<file path="config.mk">
export PLATFORM = sky130hd
export DESIGN_NAME = booth_multiplier_flat
export DESIGN_NICKNAME = d
export VERILOG_FILES = /design/src/rtl/booth_multiplier_if.sv /design/src/rtl/booth_multiplier.sv /design/src/flat_wrapper.sv
export SDC_FILE = /design/constraint.sdc
export NUM_CORES = 1
export LEC_CHECK = 0
export ABC_CLOCK_PERIOD_IN_PS = 5050
export CAP_MARGIN = 20
export CORE_ASPECT_RATIO = 0.8
export CORE_MARGIN = 2
export CORE_UTILIZATION = 35
export CTS_CLUSTER_DIAMETER = 50
export DETAILED_ROUTE_END_ITERATION = 8
export PLACE_DENSITY = 0.58
export SLEW_MARGIN = 5
export SYNTH_ARGS = -nofsm -noshare
export SYNTH_HDL_FRONTEND = slang
export SYNTH_SLANG_ARGS = --single-unit
export TNS_END_PERCENT = 5
</file>
<file path="constraint.sdc">
create_clock -name clock -period 5.05 [get_ports clock]
set_input_delay 1.515 -clock clock [delete_from_list [all_inputs] [get_ports clock]]
set_output_delay 1.515 -clock clock [all_outputs]
set_load 0.05 [all_outputs]
</file>
<file path="src/rtl/booth_multiplier_if.sv">
// Operand/result bundle for booth_multiplier; the requester drives start and operands.
// MULT_FULL_PRODUCT_EN adds data_result_hi carrying the upper product word.
interface booth_multiplier_if;
  localparam int unsigned OP_W = 32;

  logic            ctrl_MULT;
  logic [OP_W-1:0] data_operandA;
  logic [OP_W-1:0] data_operandB;
  logic [OP_W-1:0] data_result;
  logic            data_exception;
  logic            data_resultRDY;
`ifdef MULT_FULL_PRODUCT_EN
  logic [OP_W-1:0] data_result_hi;
`endif

`ifdef MULT_FULL_PRODUCT_EN
  modport master (
    output ctrl_MULT, data_operandA, data_operandB,
    input  data_result, data_exception, data_resultRDY, data_result_hi
  );
  modport slave (
    input  ctrl_MULT, data_operandA, data_operandB,
    output data_result, data_exception, data_resultRDY, data_result_hi
  );
`else
  modport master (
    output ctrl_MULT, data_operandA, data_operandB,
    input  data_result, data_exception, data_resultRDY
  );
  modport slave (
    input  ctrl_MULT, data_operandA, data_operandB,
    output data_result, data_exception, data_resultRDY
  );
`endif
endinterface

</file>
<file path="src/rtl/booth_multiplier.sv">
// 32x32 signed radix-4 Booth multiplier, 16 steps per product, one-cycle ready pulse.
// MULT_FULL_PRODUCT_EN exposes the upper product word on data_result_hi.
module booth_multiplier (
  input  logic              clock,
  input  logic              reset,
  booth_multiplier_if.slave bus
);
  localparam int unsigned OP_W  = 32;
  localparam int unsigned ACC_W = OP_W + 2;
  localparam int unsigned P_W   = ACC_W + OP_W + 1;
  localparam int unsigned CNT_W = 4;
  localparam logic [CNT_W-1:0] CNT_LAST = CNT_W'(15);

  typedef enum logic [1:0] {
    IDLE = 2'd0,
    RUN  = 2'd1,
    DONE = 2'd2
  } state_e;

  state_e          state_q, state_d;
  logic [CNT_W-1:0] cnt_q, cnt_d;
  logic [P_W-1:0]  p_q, p_d;
  logic [OP_W-1:0] m_q, m_d;
  logic [OP_W-1:0] result_q, result_d;
  logic            exc_q, exc_d;
  logic            rdy_q, rdy_d;
`ifdef MULT_FULL_PRODUCT_EN
  logic [OP_W-1:0] result_hi_q, result_hi_d;
`endif

  logic [ACC_W-1:0] m_ext;
  logic [ACC_W-1:0] term;
  logic [ACC_W-1:0] acc_sum;
  logic [P_W-1:0]   p_add;
  logic [P_W-1:0]   p_step;
  logic             p_step_exc;

  // Booth digit from the low three bits of P selects the partial product.
  always_comb begin
    m_ext = {{(ACC_W-OP_W){m_q[OP_W-1]}}, m_q};
    term  = '0;
    case (p_q[2:0])
      3'b001, 3'b010: term = m_ext;
      3'b011:         term = ACC_W'(m_ext << 1);
      3'b100:         term = ACC_W'(-(m_ext << 1));
      3'b101, 3'b110: term = ACC_W'(-m_ext);
      default:        term = '0;
    endcase
    acc_sum    = ACC_W'(p_q[P_W-1:OP_W+1] + term);
    p_add      = {acc_sum, p_q[OP_W:0]};
    p_step     = {{2{p_add[P_W-1]}}, p_add[P_W-1:2]};
    p_step_exc = (p_step[2*OP_W:OP_W+1] != {OP_W{p_step[OP_W]}});
  end

  // Next-state: a start request always wins and reloads, even mid-run.
  always_comb begin
    state_d  = state_q;
    cnt_d    = cnt_q;
    p_d      = p_q;
    m_d      = m_q;
    result_d = result_q;
    exc_d    = exc_q;
    rdy_d    = 1'b0;
`ifdef MULT_FULL_PRODUCT_EN
    result_hi_d = result_hi_q;
`endif
    if (bus.ctrl_MULT) begin
      state_d = RUN;
      cnt_d   = '0;
      p_d     = {{ACC_W{1'b0}}, bus.data_operandB, 1'b0};
      m_d     = bus.data_operandA;
    end else begin
      case (state_q)
        RUN: begin
          p_d   = p_step;
          cnt_d = CNT_W'(cnt_q + CNT_W'(1));
          if (cnt_q == CNT_LAST) begin
            state_d  = DONE;
            rdy_d    = 1'b1;
            result_d = p_step[OP_W:1];
            exc_d    = p_step_exc;
`ifdef MULT_FULL_PRODUCT_EN
            result_hi_d = p_step[2*OP_W:OP_W+1];
`endif
          end
        end
        DONE:    state_d = IDLE;
        default: state_d = IDLE;
      endcase
    end
  end

  always_ff @(posedge clock) begin
    if (reset) begin
      state_q  <= IDLE;
      cnt_q    <= '0;
      p_q      <= '0;
      m_q      <= '0;
      result_q <= '0;
      exc_q    <= 1'b0;
      rdy_q    <= 1'b0;
`ifdef MULT_FULL_PRODUCT_EN
      result_hi_q <= '0;
`endif
    end else begin
      state_q  <= state_d;
      cnt_q    <= cnt_d;
      p_q      <= p_d;
      m_q      <= m_d;
      result_q <= result_d;
      exc_q    <= exc_d;
      rdy_q    <= rdy_d;
`ifdef MULT_FULL_PRODUCT_EN
      result_hi_q <= result_hi_d;
`endif
    end
  end

  assign bus.data_result    = result_q;
  assign bus.data_exception = exc_q;
  assign bus.data_resultRDY = rdy_q;
`ifdef MULT_FULL_PRODUCT_EN
  assign bus.data_result_hi = result_hi_q;
`endif

endmodule

</file>
<file path="src/flat_wrapper.sv">
// flat-port wrapper written by rule: the top's interface ports become plain ports
module booth_multiplier_flat 
  (clock, reset, bus_ctrl_MULT, bus_data_operandA, bus_data_operandB, bus_data_result, bus_data_exception, bus_data_resultRDY);
  booth_multiplier_if bus_i ();
  input  logic clock;
  input  logic reset;
  input wire logic [$bits(bus_i.ctrl_MULT)-1:0] bus_ctrl_MULT;
  input wire logic [$bits(bus_i.data_operandA)-1:0] bus_data_operandA;
  input wire logic [$bits(bus_i.data_operandB)-1:0] bus_data_operandB;
  output wire logic [$bits(bus_i.data_result)-1:0] bus_data_result;
  output wire logic [$bits(bus_i.data_exception)-1:0] bus_data_exception;
  output wire logic [$bits(bus_i.data_resultRDY)-1:0] bus_data_resultRDY;
  assign bus_i.ctrl_MULT = bus_ctrl_MULT;
  assign bus_i.data_operandA = bus_data_operandA;
  assign bus_i.data_operandB = bus_data_operandB;
  assign bus_data_result = bus_i.data_result;
  assign bus_data_exception = bus_i.data_exception;
  assign bus_data_resultRDY = bus_i.data_resultRDY;
  booth_multiplier u_core (.clock(clock), .reset(reset), .bus(bus_i));
endmodule
</file>
==> results.toml <==
[min_path]
hp-class = "flip-flop to flip-flop"

[sta]
slew_violations = 0
timing.final.crit_share_pct = 101
finalSetupViolations = 1
tightest_slew_ps = 839
setup_ws_ps = -71.7
max_slew_margin_pct = 43.3
rsz0062_at_grt = "true"
skew_ps = 15.2
fin_crit_ps = 5120
max_freq_mhz = 195
whs_ps = 452
hold_viol = 0

[setup_path]
critPathKind = "flip-flop to flip-flop"
start_kind = "flip-flop"
cp.arrival_ps = 5400
crit_path_end_kind = "flip-flop"
cp.required_ps = 5330
critPathMaxFanout = 5

[routing]
vias = 9569
drc = 0
drt_first_pass_iters = 5
drt-total-wl_mm = 29.4
drt-initial-drc-count = 667
vias_per_cell = 5.26
ant_nets = 0
avgRoutedWirePerCell_um = 16.2

[grt]
track_usage_pct = 21.8
gr-total-overflow = 0
grt_pass1_wl_mm = 47.5
antenna_found_initial = 0
grt_max_degree = 62
grt_pass1_vias = 8953

[place]
place_congestion = 0.927
port_buffers = 100
place_area_um2 = 11300
preCtsSetupSlack_ps = -76.7
dpl.hpwl_mm = 21.8

[clocking]
numCtsBuffers = 17
clock-sinks = 137
cts_buffer_depth = 2
cts_tree = "yes"
cts-htree-levels = 4
clk_latency_ps = 430
clkTransAtPathRegs_ps = 70
clk_root_buffer_cell = "clkbuf_16"

[finish]
fin_nets = 1557
drive_gt1_share_pct = 15.3
diodes = 0
postLayoutCoreUtil_pct = 47.5
area_delta_synth_final_pct = 32.3
finalInstanceArea_um2 = 12100

[yosys]
synth_edf_count = 0
yosysTopAreaCell = "dfxtp_1"
ys_seq_elements = 137
yosysWarnings = 0
synth_area_per_cell_um2 = 7.14
synth.net_count = 1382
yosysSeqAreaShare_pct = 30.0
synthArstFlopShare_pct = 0
syn_area_um2 = 9130
synth_top_area_share_pct = 30.0
synthFlopType = "dfxtp_1"
synthDistinctLibCells = 71
synth.area.top_cells = "dfxtp_1 30%, nand2_1 10%, a21oi_1 9.5%, nor2_1 6.9%, ha_1 4.8%"
netlist_instances = 1279

[floorplan]
die_w_um = 185
die_area_um2 = 27400
rows = 52
start_util_pct = 35.9
core_area_um2 = 25400
boundaryPins = 101
die_h_um = 148

[pwr]
ir_drop_uv = 227
p_leak_nw = 4.75
powerDensity_nw_per_um2 = 266

[run_status]
violations = "setup timing"
outcome = "complete, but fails checks"

[flow_run]
drv_cap = 0
-- report_power, final --
part | internal (mW) | switching (mW) | total, mW
registers | 1.12 | 0.0363 | 1.15
logic | 0.296 | 0.354 | 0.650
clock network | 0.856 | 0.550 | 1.41
total | 2.27 | 0.940 | 3.21
-- cell families after synthesis --
group / count (synthesis) / synth area share [%]
AOI/OAI and AO/OA: 362 / 23.9
adders and majority gates: 36 / 5.02
and+or+nand+nor: 536 / 25.9
xor gates and xnor gates: 63 / 6.04
muxes: 34 / 3.73
buffers and inverters: 111 / 5.43
DFF: 137 / 30.0
-- per-stage QoR --
stage               power (mW)  TNS (ps)  instances
floorplan                 1.54     -21.3       1279
CTS                       3.23     -69.3       1815
global route              3.35      -324       1818
finish                    3.21     -71.7       1818
global placement          1.81         0       1783
detailed placement        1.81     -76.7       1783
-- area by class of cell --
| type | count | area (um2) |
|---|---|---|
| clock buffers | 18 | 439 |
| multi-input cells | 1031 | 6020 |
| flip-flops and latches | 137 | 2740 |
| well taps | 351 | 439 |
| fillers | 2576 | 13400 |
| inverters | 19 | 71.3 |
| clock inverters | 14 | 211 |
| repair buffers | 248 | 2150 |
-- repair_timing --
action / in CTS / in global routing
resized for setup: 2 / 20
endpoints found under the hold margin: 0 / 0
hold buffers: 0 / 0
buffers inserted: 0 / 2
endpoints found under the setup margin: 1 / 5
pin swaps: 0 / 7
-- cells in the mapped netlist (4+ instances only) --
| master | number |
|---|---|
| o21bai_1 | 4 |
| a21o_1 | 14 |
| o221ai_1 | 8 |
| or3_1 | 7 |
| nand2b_1 | 9 |
| nor2b_1 | 5 |
| and4_1 | 6 |
| o311ai_0 | 4 |
| o211ai_1 | 10 |
| xnor2_1 | 40 |
| a211oi_1 | 10 |
| a21oi_1 | 173 |
| o21ai_0 | 66 |
| nand3_1 | 14 |
| nand4_1 | 13 |
| or4_1 | 7 |
| a31oi_1 | 6 |
| nor4_1 | 6 |
| inv_1 | 19 |
| nor3_1 | 21 |
| clkbuf_8 | 6 |
| a32oi_1 | 4 |
| o31ai_1 | 4 |
| nand2_1 | 249 |
| nor2_1 | 167 |
| mux2i_1 | 34 |
| and2_1 | 5 |
| ha_1 | 35 |
| dfxtp_1 | 137 |
| xor2_1 | 23 |
| a22oi_1 | 22 |
| buf_1 | 11 |
| clkbuf_1 | 72 |
-- flip-flops by register name, summed over array words and instances (netlist names) --
signal,cells
u_core.bus.data_exception,1
u_core.state_q,2
u_core.cnt_q,4
u_core.m_q,32
u_core.bus.data_result,32
u_core.p_q,65
u_core.bus.data_resultRDY,1
-- worst paths after layout --
kind / slack (ps) / endpoint / cells after the start / startpoint
worst min register to register: 450 / u_core.bus.data_result[30] / 2 / u_core.bus.data_result[30]
worst max register to register: -70 / u_core.bus.data_exception / 20 / u_core.m_q[12]
worst min-delay path: 450 / u_core.bus.data_result[30] / 2 / u_core.bus.data_result[30]
worst max-delay path: -70 / u_core.bus.data_exception / 20 / u_core.m_q[12]
-- layout by cell type (no fill, tap or decap), drive strengths merged, types with 4 or more instances in the layout --
cell / instances
mux2i: 34
nor4: 7
clkbuf: 18
a21oi: 173
a31oi: 6
clkdlybuf4s50: 98
o21ai: 67
nand3: 14
and4: 6
a211oi: 10
nand2: 250
o211ai: 10
bufinv: 4
or4: 12
ha: 35
buf: 150
nand2b: 9
and2: 6
nor3: 21
xor2: 23
o311ai: 4
nand4: 13
inv: 25
xnor2: 40
a32oi: 4
a21o: 14
o221ai: 8
nor2: 167
o31ai: 4
nor2b: 5
or3: 12
dfxtp: 137
a22oi: 22
o21bai: 4
-- critical path, cell delays in order (launching register included) --
cell	delay [ps]
dfxtp_2	320
or4_4	540
or4_4	510
or3_4	350
or3_4	380
buf_4	150
nor2_1	90
nor2_1	50
o211ai_1	150
o21ai_0	110
ha_1	390
a21o_1	210
a21oi_1	140
nor2b_1	90
o41a_1	360
a21oi_2	130
xor2_1	220
nor4bb_2	330
nand4_1	110
a2bb2o_1	280
a211oi_1	60
-- routing by layer --
layer	part of all wire, %	vias up	track usage, %
met3	4.9	28	3.67
met1	52	4484	32.5
met4	1.5	0	5.24
li1	-	4833	-
met5	0	-	0
met2	42	224	32.5
(Power assumes the default switching activity.)
